**src/rtl/pipelined_adder_nbit.sv**
```systemverilog
// rtl/pipelined_adder_nbit.sv - WIDTH-bit ripple-carry adder split into STAGES register slices
// Optional subtract mode (sub_in port) is enabled by defining ADDER_SUB_EN.
module pipelined_adder_nbit #(
  parameter int WIDTH  = 8,
  parameter int STAGES = 2
) (
  input  logic             clk_in,
  input  logic             rst_n_in,
  input  logic             in_valid,
  output logic             in_ready,
  input  logic [WIDTH-1:0] a_in,
  input  logic [WIDTH-1:0] b_in,
  input  logic             c_in,
`ifdef ADDER_SUB_EN
  input  logic             sub_in,
`endif
  output logic             out_valid,
  input  logic             out_ready,
  output logic [WIDTH-1:0] sum,
  output logic             c_out,
  output logic             ovf
);

  localparam int CHUNK = (STAGES > 0) ? WIDTH / STAGES : 1;

  if (WIDTH < 1 || STAGES < 1 || STAGES > WIDTH || (WIDTH % STAGES) != 0) begin : g_bad_params
    $error("pipelined_adder_nbit: need 1 <= STAGES <= WIDTH and WIDTH %% STAGES == 0");
  end

  logic [STAGES-1:0] valid_q, valid_d;
  logic [STAGES-1:0] carry_q, carry_d;
  logic [WIDTH-1:0]  a_q   [STAGES];
  logic [WIDTH-1:0]  a_d   [STAGES];
  logic [WIDTH-1:0]  b_q   [STAGES];
  logic [WIDTH-1:0]  b_d   [STAGES];
  logic [WIDTH-1:0]  sum_q [STAGES];
  logic [WIDTH-1:0]  sum_d [STAGES];

  logic             advance;
  logic [WIDTH-1:0] b_eff;
  logic             c_eff;
  logic [CHUNK:0]   part;

`ifdef ADDER_SUB_EN
  assign b_eff = sub_in ? ~b_in : b_in;
  assign c_eff = sub_in ? 1'b1 : c_in;
`else
  assign b_eff = b_in;
  assign c_eff = c_in;
`endif

  // Whole pipeline moves as one; a stalled output freezes every slice.
  assign advance  = ~valid_q[STAGES-1] | out_ready;
  assign in_ready = advance;

  function automatic logic [CHUNK:0] chunk_add(input logic [WIDTH-1:0] a,
                                               input logic [WIDTH-1:0] b,
                                               input logic             c,
                                               input int               k);
    return {1'b0, a[k*CHUNK +: CHUNK]} + {1'b0, b[k*CHUNK +: CHUNK]} + {{CHUNK{1'b0}}, c};
  endfunction

  always_comb begin
    valid_d = '0;
    carry_d = '0;
    part    = '0;
    for (int k = 0; k < STAGES; k++) begin
      a_d[k]   = '0;
      b_d[k]   = '0;
      sum_d[k] = '0;
    end

    // Bubbles load zeros so idle-cycle operands never reach the outputs.
    part = chunk_add(a_in, b_eff, c_eff, 0);
    if (in_valid) begin
      valid_d[0]              = 1'b1;
      a_d[0]                  = a_in;
      b_d[0]                  = b_eff;
      sum_d[0][CHUNK-1:0]     = part[CHUNK-1:0];
      carry_d[0]              = part[CHUNK];
    end

    for (int k = 1; k < STAGES; k++) begin
      part = chunk_add(a_q[k-1], b_q[k-1], carry_q[k-1], k);
      if (valid_q[k-1]) begin
        valid_d[k]                = 1'b1;
        a_d[k]                    = a_q[k-1];
        b_d[k]                    = b_q[k-1];
        sum_d[k]                  = sum_q[k-1];
        sum_d[k][k*CHUNK +: CHUNK] = part[CHUNK-1:0];
        carry_d[k]                = part[CHUNK];
      end
    end
  end

  always_ff @(posedge clk_in or negedge rst_n_in) begin
    if (!rst_n_in) begin
      valid_q <= '0;
      carry_q <= '0;
      for (int k = 0; k < STAGES; k++) begin
        a_q[k]   <= '0;
        b_q[k]   <= '0;
        sum_q[k] <= '0;
      end
    end else if (advance) begin
      valid_q <= valid_d;
      carry_q <= carry_d;
      for (int k = 0; k < STAGES; k++) begin
        a_q[k]   <= a_d[k];
        b_q[k]   <= b_d[k];
        sum_q[k] <= sum_d[k];
      end
    end
  end

  assign out_valid = valid_q[STAGES-1];
  assign sum       = sum_q[STAGES-1];
  assign c_out     = carry_q[STAGES-1];
  // b_q holds the operand actually added, so subtract overflow falls out of the same rule.
  assign ovf       = (a_q[STAGES-1][WIDTH-1] == b_q[STAGES-1][WIDTH-1]) &
                     (sum_q[STAGES-1][WIDTH-1] != a_q[STAGES-1][WIDTH-1]);

endmodule

```
**config.mk**
```make
export PLATFORM = sky130hd
export DESIGN_NAME = pipelined_adder_nbit
export DESIGN_NICKNAME = d
export VERILOG_FILES = /design/src/rtl/pipelined_adder_nbit.sv
export SDC_FILE = /design/constraint.sdc
export NUM_CORES = 1
export LEC_CHECK = 0
export ABC_AREA = 1
export CORE_ASPECT_RATIO = 1.25
export CORE_MARGIN = 1.5
export CORE_UTILIZATION = 41
export DETAILED_ROUTE_END_ITERATION = 7
export GPL_ROUTABILITY_DRIVEN = 0
export PLACE_DENSITY = 0.72
export SYNTH_ARGS = -nofsm -noshare
export SYNTH_HDL_FRONTEND = slang
export SYNTH_SLANG_ARGS = --single-unit
```
**constraint.sdc**
```tcl
create_clock -name clk_in -period 2 [get_ports clk_in]
set_input_delay 0.4 -clock clk_in [delete_from_list [all_inputs] [get_ports clk_in]]
set_output_delay 0.4 -clock clk_in [all_outputs]
set_load 0.03 [all_outputs]
```
==> results.md <==
* Outcome: completed
* Number of nets in the layout at 192
* Post-synthesis sequential area ratio at 0.487
* Post-route ant nets at 0
* TritonRoute pass-1 iters at 4
* RSZ-0062 raised after global routing: false
* Hold crit path type: input pin to async pin
* Post-synthesis instance total at 131
* Number of port buffers at 32
* Average wire per standard cell at 13.1 um
* Final worst setup slack at 0.0849 ns
* Full die area at 3610 sq um
* Worst-Skew Late Latency at 0.27 ns
* Max-slew violations at 0
* Logic pwr share at 0.289
* Vias post-DR at 974
* M1 wire length at 1.04 mm
* Mapped Area at 1340 sq um
* DP Worst Slack at -0.201 ns
* First DRT Iteration DRCs at 25
* Non-filler instance count after layout at 197
* Io pins at 33
* CP Launch Type: input pin
* Sequential share of power at 0.424
* Area growth syn-to-layout at 29.2%
* Max clock buf depth at 2
* Largest net degree at the start of global routing at 27
* Placed Cells at 193
* CTS Hold Bufs at 0
* Minimum clock period at 1.92 ns
* WL final at 2.58 mm
* Vias in the first global route at 1017
* Yosys cell types at 20
* Number of diodes at 0
* Htree depth at 1
* Core area at 3170 sq um
* Initial core utilization at 0.422
* Via density at 4.94
* CP endpoint kind: register
* Worst-path fanout max at 2
* Die Span X at 54.0 um
* HPWL after detailed placement at 2.02 mm
* Quantity of gates resized following cts at 0
* Rows at 23
* Sw Pwr at 0.445 mW
* Met3 WL post-DR at 77 um
* Met2 WL post-DR at 1.43 mm
* Initial antenna violation count at 0
* Skew final at 0.00694 ns
* Max-Cap Viols at 0
* CTS tree: yes
* Final setup vio count at 0
* Total clock sinks at 26
* Sw Share at 0.296
* Max Freq at 0.522 GHz
* Global Route Usage Sum at 0.169
* Final Cycle Share at 0.958
* CP required at 2.17 ns
* CP arrival at 2.09 ns
* Power Density at 871 nW/um^2
* Layout cells sized above 1 at 0.0875
* Die height at 66.8 um
* Max VDD drop at 404 uV
* Slew @ Worst Pin at 0.324 ns
* Clock tree root buffer cell: clkbuf_8
* Post-synth EDFFs at 0
* Pint at 1.06 mW
* FFs w/ async S/R, synth at 1.00
* Synthesized net count at 162
* Fin Setup TNS at 0 ns
* Top layer used by detailed routing: met4
* DRC violations left at 0
* Synth Warn # at 0
* Post-CTS Setup Bufs at 0
* Synth Register Bits at 26
* First-pass GRT wire length at 4.40 mm
* Crit path kind: input pin to register
* Clock-pin slew on the worst setup and hold paths at 0.09 ns
* Fin. Hold Viols at 0
* Slew headroom at 0.784
* Grt total ovfl at 0
* Predominant post-synthesis flop cell: dfrtp_1
* Mean Syn Cell Area at 10.2 sq um
* Clock Power Share at 0.288
* Static Leakage at 0.831 nW
* Total CTS buffers at 3
-- flip-flops by register name, indices dropped and copies added, names as in the netlist --
signal / flops
a_q: 5
sum: 8
valid_q: 2
carry_q: 2
b_q: 5
sum_q: 4
-- cells by family (layout without fill, tap and decap cells) --
logic type / after synthesis / after routing / synth area share
flip-flops: 26 / 26 / 0.487
adder cells (fa/ha/maj): 10 / 10 / 0.116
XOR/XNOR: 2 / 2 / 0.0131
AND/OR/NAND/NOR: 37 / 37 / 0.131
buffers and inverters: 28 / 57 / 0.115
AO/OA/AOI/OAI: 28 / 28 / 0.137
-- routing by layer --
layer / global-route usage / vias up
li1: - / 482
met1: 0.195 / 467
met2: 0.303 / 23
met3: 0.0202 / 2
met4: 0.0750 / 0
met5: 0 / -
-- cell type report --
| class | instances | area, sq um |
|---|---|---|
| inverters | 17 | 63.8 |
| clock buffers | 3 | 41.3 |
| well taps | 37 | 46.3 |
| flip-flops and latches | 26 | 651 |
| repair buffers | 36 | 363 |
| clock inverters | 1 | 30.0 |
| fillers | 290 | 1440 |
| multi-input cells | 77 | 531 |
-- cells in the final DEF (no fill, tap or decap), drive strengths merged, types with 3 or more instances in the layout --
| master | count |
|---|---|
| inv | 17 |
| buf | 5 |
| fa | 4 |
| dfrtp | 26 |
| nand2 | 23 |
| clkdlybuf4s50 | 30 |
| o21ai | 9 |
| clkbuf | 3 |
| nor2 | 6 |
| o22ai | 3 |
| a21oi | 5 |
| ha | 6 |
| a22o | 9 |
| nand3 | 8 |
-- critical path, cell delays in order --
cell             delay, ns
clkdlybuf4s50_1       0.43
fa_1                  0.48
fa_1                  0.42
a21oi_1               0.18
o21bai_1              0.08
nand2_1               0.06
nand2_1               0.04
-- cells in the mapped netlist, types with 3 or more instances --
cell	count	area [sq um]
dfrtp_1	26	651
nand2_1	23	86.3
inv_1	15	56.3
a22o_1	9	78.8
buf_4	9	67.6
nand3_1	8	40.0
o21ai_1	7	35.0
ha_1	6	75.1
a21oi_1	5	25.0
fa_1	4	80.1
nor2_1	3	11.3
o22ai_1	3	18.8
-- through the flow --
stage / power [mW] / utilization / hold WS (ns) / cell area, sq um
floorplan: 0.940 / - / 0.104 / 1340
global route: 1.58 / 0.545 / 0.516 / 1730
global placement: 1.07 / 0.522 / 0.463 / 1650
finish: 1.50 / 0.545 / 0.485 / 1730
detailed placement: 1.09 / 0.522 / 0.472 / 1650
CTS: 1.52 / 0.544 / 0.495 / 1720
-- final timing paths --
check	start	end	slack, ns	cells past startpoint
min	rst_n_in	sum[5]	0.49	2
max	a_in[0]	carry_q[0]	0.08	7
max in group asynchronous	rst_n_in	a_q[15]	1.26	2
min reg2reg	carry_q[1]	carry_q[1]	0.49	2
max reg2reg	carry_q[0]	carry_q[1]	0.23	6
min in group clk_in	carry_q[1]	carry_q[1]	0.49	2
-- power by group through the flow --
stage	sequential, mW	combinational, mW	clock [mW]
finish	0.636	0.434	0.432
global route	0.644	0.478	0.458
CTS	0.638	0.441	0.437
detailed placement	0.648	0.438	0
global placement	0.643	0.423	0
floorplan	0.643	0.297	0
Note: power is estimated with default switching activity, not from simulation.
